`config.mk`:
```
export PLATFORM = sky130hd
export DESIGN_NAME = fetch_ctrl
export DESIGN_NICKNAME = d
export VERILOG_FILES = /design/src/rtl/fetch_ctrl.sv
export SDC_FILE = /design/constraint.sdc
export NUM_CORES = 1
export LEC_CHECK = 0
export CAP_MARGIN = 25
export CORE_UTILIZATION = 47
export DETAILED_ROUTE_END_ITERATION = 16
export GPL_TIMING_DRIVEN = 0
export MAX_ROUTING_LAYER = met4
export PLACE_DENSITY = 0.81
export SLEW_MARGIN = 20
export SYNTH_ARGS = -nofsm -noshare
export SYNTH_HDL_FRONTEND = slang
export SYNTH_SLANG_ARGS = --single-unit
```
`constraint.sdc`:
```
create_clock -name clk -period 3.42 [get_ports clk]
set_input_delay 0.684 -clock clk [delete_from_list [all_inputs] [get_ports clk]]
set_output_delay 0.684 -clock clk [all_outputs]
set_load 0.01 [all_outputs]
```
`src/rtl/fetch_ctrl.sv`:
```
// Instruction fetch controller: drives a word-indexed pc into a registered-read instruction
// memory and presents fetched instructions to decode, with stall skid, redirect and fault handling.
module fetch_ctrl #(
  parameter logic [31:0] RESET_PC  = 32'd0,
  parameter int unsigned MEM_DEPTH = 1024,
  parameter int unsigned PC_INC    = 1
) (
  input  logic        clk,
  input  logic        reset,
  input  logic        stall,
  input  logic        redirect,
  input  logic [31:0] redirect_pc,
  output logic [31:0] pc,
  input  logic [31:0] mem_instruction,
  output logic [31:0] if_instr,
  output logic [31:0] if_pc,
  output logic        if_valid,
  output logic        fault
);

  typedef enum logic [1:0] {BOOT, RUN, HOLD, FAULT} state_t;

  state_t      state, state_nx;
  logic [31:0] pc_nx;
  logic [31:0] pc_d1, pc_d1_nx;
  logic        vld_d1, vld_d1_nx;
  logic [31:0] skid, skid_nx;
  logic        fault_nx;

  logic [32:0] seq_pc;
  logic        seq_oob;
  logic        redir_oob;
  logic        drained;

  // 33-bit arithmetic so the end of memory is detected instead of silently wrapping
  assign seq_pc    = {1'b0, pc} + 33'(PC_INC);
  assign seq_oob   = seq_pc >= 33'(MEM_DEPTH);
  assign redir_oob = {1'b0, redirect_pc} >= 33'(MEM_DEPTH);
  // The last legal pc has already been handed to decode; only then is it time to fault
  assign drained   = vld_d1 && (pc_d1 == pc);

  always_ff @(posedge clk) begin
    if (reset) begin
      state  <= BOOT;
      pc     <= RESET_PC;
      pc_d1  <= '0;
      vld_d1 <= 1'b0;
      skid   <= '0;
      fault  <= 1'b0;
    end else begin
      state  <= state_nx;
      pc     <= pc_nx;
      pc_d1  <= pc_d1_nx;
      vld_d1 <= vld_d1_nx;
      skid   <= skid_nx;
      fault  <= fault_nx;
    end
  end

  always_comb begin
    state_nx  = state;
    pc_nx     = pc;
    pc_d1_nx  = pc_d1;
    vld_d1_nx = vld_d1;
    skid_nx   = skid;
    fault_nx  = fault;
    unique case (state)
      BOOT: state_nx = RUN;
      RUN, HOLD: begin
        if (redirect) begin
          vld_d1_nx = 1'b0;
          if (redir_oob) begin
            fault_nx = 1'b1;
            state_nx = FAULT;
          end else begin
            pc_nx    = redirect_pc;
            state_nx = RUN;
          end
        end else if (stall) begin
          // Only a valid instruction needs saving; the memory output moves on next cycle
          if (state == RUN && vld_d1) begin
            skid_nx  = mem_instruction;
            state_nx = HOLD;
          end
        end else begin
          state_nx = RUN;
          if (!seq_oob) begin
            pc_nx     = seq_pc[31:0];
            pc_d1_nx  = pc;
            vld_d1_nx = 1'b1;
          end else if (drained) begin
            vld_d1_nx = 1'b0;
            fault_nx  = 1'b1;
            state_nx  = FAULT;
          end else begin
            pc_d1_nx  = pc;
            vld_d1_nx = 1'b1;
          end
        end
      end
      FAULT: state_nx = FAULT;
      default: state_nx = BOOT;
    endcase
  end

  assign if_pc    = pc_d1;
  assign if_valid = vld_d1;
  assign if_instr = (state == HOLD) ? skid : mem_instruction;

endmodule

```
# Yosys cells after proc, flatten, opt, wreduce, memory -nomap -nowiden
# Index checks and enable logic that the tools add are counted.
# op_classes
n_mul	0
n_lt_le_gt_ge	2
eq_ne	10
bitwise_logic	2
shifts	0
addsub	1
n_mux	23
n_reduce_logical	11
div	0
# ops
operator	count
$mux W32	7
$add A32 B1 Y33 const B	1
$ge A33 B11 Y1 const B	1
$eq A32 B32 Y1	1
$ge A32 B11 Y1 const B	1
$mux W2	6
$reduce_and A4 Y1	3
$mux W1	9
$ne A2 B2 Y1 const B	3
$pmux W2 S3	1
$reduce_and A5 Y1	1
$eq A2 B2 Y1 const B	2
$ne A2 B1 Y1 const B	2
$ne A4 B4 Y1 const B	1
$reduce_bool A2 Y1	2
$eq A2 B1 Y1 const B	1
$logic_and A1 B1 Y1	2
$logic_not A2 Y1	1
$not A1 Y1	2
$reduce_and A2 Y1	1
$reduce_or A2 Y1	1
# word_totals
mem_bits_ro	0
latchBits	0
memories	0
reg_bits	100
word_cells	55
output_inout_bits	98
inputBits	68
ram_bits	0

# Logic depth before layout (Yosys ltp)
# logic_depth
word_depth	7
depth_mapped	11
depth_no_buf	9

# Worst setup path after synthesis
# OpenSTA, ideal clock, no wires.
# synth_timing
path_type	register to register
startpoint	register pc[0]
endpoint	register pc_d1[0], in the netlist if_pc[0]
required_ns	3.303
setup_time_ns	0.117
arrival_time_ns	2.791
slack_ns	0.512
stages_incl_launch_ff	11
path_buffers	1
synth_period_minus_slack_ns	2.908
cell_sequence	dfxtp_1 > ha_1 > nand3_1 > or4_4 > a2111oi_2 > o22ai_1 > nor4_4 > a2bb2oi_2 > o21a_2 > buf_6 > a22o_1
# synth_via
elab_chain_len	4
elab_cells_between_ends	8
classes_between	add/sub: 1; order compare: 1; eq/ne: 2; mux: 2; reduce/logical: 2
# synth_rtl
item	line	text
start, declared	13	output logic [31:0] pc,
start signal, assigned	52	pc <= pc_nx;
$add A32 B1 Y33 / $eq A32 B32 Y1 (equally long branches)	36, 40	
$ge A33 B11 Y1 / $logic_and A1 B1 Y1 (equally long branches)	37, 40	
$ne A2 B2 Y1 (no line)	--	
$reduce_and A4 Y1 (no line)	--	
end signal, assigned	53	pc_d1 <= pc_d1_nx;
end, declared	25	logic [31:0] pc_d1, pc_d1_nx;
# Several ways; a longest one is shown, not always the timed one. The select of a mux whose other input is x is not followed.
# A chain may end at the register's enable or synchronous reset.

# Final worst setup path
# layout_timing
startpoint	register pc[0]
endpoint	register pc_d1[27], in the netlist if_pc[27]
# Same word-level chain as after synthesis.

==> metrics.txt <==
result of the run complete, no violations; initial antenna violation count 0; syn nets 668; top-count cell post-synth dfxtp_1; Hold Buf Count CTS 0; Cell Area, Placed 7050 um2; CTS tree done; Least-Margin Pin Slew 0.676 ns; flop-to-flop setup slack 0.12 ns; Tmin final 3.30 ns; Layout Area Growth over Synthesis 40.1%; crit path launch type register; root buf cell clkbuf_8; Remaining Overflow, GRT 0; via count 5,328; I/O pin total 166; crit-path max FO 10; gr usage total 28.9%; clock sink count 100; Mapped Area 5220 um2; clk_lat worst skew 0.39 ns; synthesized instance count 594; router iterations before antenna repair 5; final period utilization 96.5%; Hold Path Stages 2; Yosys reg bits 100; max-cap violation count 0; Setup WS pre-CTS -0.0279 ns; Initial Utilization 48.2%; Slew Viols, Final 0; share of cells above drive strength 1 10.3%; Core Area between 10,000 and 15,000 um2; drc violations 0; largest net degree at the start of global routing 19; Die ar. roughly 12,000 um2; Area contributors post-synth dfxtp_1, mux2_2, a22o_1, nand2_1, xnor2_1; CTS Buf Count 9; Async S/R FF share, synth 0%; Detail Placement HPWL 12.3 mm; row count 38; VDD IR-drop max 0.000231 V; Yosys cell types between 50 and 60; worst path arrival time 3.63 ns; register area share after synthesis roughly two fifths; Pleak around 0.0026 uW; unrepaired setup endpoints after global routing false; Total Routed Length 16.2 mm; Synth area leader dfxtp_1; number of synthesized flops with an enable pin 0; Reg2Reg Capture Point if_pc[27]$_SDFFE_PP0P_; die width about 110 um; Final Power 2460 uW; Initial DRC Count 345; Max-slew headroom 54.5%; FMAX 0.303 GHz; hold_sp skid[29]$_SDFFE_PP0P_; CTS H-tree depth 3; final hold viol count 0; Post-layout nets 845; Power Dens Cells ~340 nW/um2; GPL Wtd Cong 0.889; skew final around 0.016 ns; first-pass GRT wire length 25.1 mm; hold path endpoint skid[29]$_SDFFE_PP0P_; Synth Area per Inst around 8.8 um2; FILL cells 885; Commonest cells post-synth dfxtp_1, nand2_1, clkbuf_1; routed vias/inst about 5.8; top_reg_cell synth dfxtp_1; clock tree buffer depth 2; n_diodes 0; chip height 107 um; YS warnings 0; Routed Antenna Nets 0; Core Util, Final 67.5%; R2R Path Start pc[0]$_SDFFE_PP0P_; Worst Setup End Kind register; Wirelength per Cell 17.7 um; R2R cell count 11; port buffer count 165; final setup fails 0; Synth top area share 38.3%; Post-Layout Inst Area 7320 um2; setup ws final 0.120 ns; Worst-path clk slew about 0.1 ns; worst endpoint required time 3.75 ns; Hold WC Path Type reg -> reg; vias in the first global route 5,057; CP Class reg -> reg
power by group:
group          total, uW  internal, uW  switching [uW]
clock network        806           351             455
logic                452           232             219
registers           1200          1180            17.1
total               2460          1760             692
logic make-up after synthesis:
logic type | Yosys count | share of synthesized area (%)
AND/OR/NAND/NOR | 208 | 21.4
AO/OA/AOI/OAI | 136 | 18.8
flip-flops | 100 | 38.3
buffers and inverters | 69 | 5.89
XOR/XNOR | 40 | 6.71
multiplexers | 35 | 7.47
adder cells (fa/ha/maj) | 6 | 1.44
metal layers:
layer | routed length [um] | GRT usage [%]
met3 | 1050 | 5.81
met1 | 6970 | 35.4
met5 | 0 | -
met2 | 7850 | 47.9
met4 | 352 | 9.20
worst max path at each step:
| stage | from | endpoint | slack, ns | cells past startpoint |
|---|---|---|---|---|
| 2_1_floorplan | pc[0]$_SDFFE_PP0P_ | if_pc[0]$_SDFFE_PP0P_ | 0.51 | 10 |
| 3_3_place_gp | pc[0]$_SDFFE_PP0P_ | if_pc[17]$_SDFFE_PP0P_ | 0.02 | 10 |
| 3_5_place_dp | pc[0]$_SDFFE_PP0P_ | if_pc[30]$_SDFFE_PP0P_ | -0.03 | 10 |
| 4_1_cts | pc[0]$_SDFFE_PP0P_ | if_pc[12]$_SDFFE_PP0P_ | 0.09 | 10 |
| 5_1_grt | pc[6]$_SDFFE_PP0P_ | if_pc[27]$_SDFFE_PP0P_ | 0.02 | 12 |
| 6_report | pc[0]$_SDFFE_PP0P_ | if_pc[27]$_SDFFE_PP0P_ | 0.12 | 11 |
cells in the final DEF, fill, tap and decap left out, types with 4 or more instances in the layout:
cell type,synthesis,layout
ha_1,6,5
and4_1,6,6
inv_1,8,8
a22o_1,33,33
o31ai_1,9,9
nand3_1,12,11
clkbuf_8,0,9
xor2_1,8,8
a21oi_1,43,43
nand4_1,17,17
nand2_1,76,76
xnor2_1,32,32
o21ai_0,7,7
clkdlybuf4s50_1,0,165
nor4_1,14,14
buf_2,6,5
dfxtp_1,100,100
buf_4,5,6
a31oi_1,7,7
and3_1,27,27
nor3_1,14,14
or3_1,4,4
mux2_2,32,32
buf_6,3,4
o2111ai_1,4,4
o311ai_1,4,4
o211ai_1,6,6
clkbuf_1,46,44
nor2_1,19,19
sequential cells by signal, summed over array words and instances, names as in the netlist:
register  cells
pc           32
state         2
if_valid      1
if_pc        32
skid         32
fault         1
area by class of cell:
cell class                 instances  area (um2)  share of cell area [%]
multi-input combinational        425        2960                    40.4
sequential                       100        2000                    27.4
timing repair buffer             167        1670                    22.8
buffer                            60         282                    3.85
tap                              140         175                    2.39
clock buffer                       9         124                    1.69
clock inverter                     7        82.6                    1.13
inverter                           8        30.0                   0.410
repair_timing:
item	4_1_cts	5_1_grt
endpoints found under the setup margin	34	40
pin swaps	0	3
resized for setup	2	8
hold endpoints to repair	0	0
setup buffers	0	2
metrics by stage:
| step | TNS (ns) | instances | hold WS (ns) |
|---|---|---|---|
| detailed placement | -0.361 | 899 | 0.447 |
| floorplan | 0 | 594 | 0.433 |
| global route | 0 | 916 | 0.483 |
| global placement | 0 | 899 | 0.439 |
| CTS | 0 | 915 | 0.462 |
| finish | 0 | 916 | 0.461 |
critical path: stages (launching register included):
cell and delay (ns):
dfxtp_1 0.48, ha_2 0.32, nand3_4 0.18, or4_4 0.49
a2111oi_2 0.39, o22ai_1 0.17, nor4_4 0.22, buf_4 0.17
a2bb2oi_4 0.08, nor3_4 0.34, buf_4 0.25, a22o_1 0.16
Note: power is estimated with default switching activity, not from simulation.
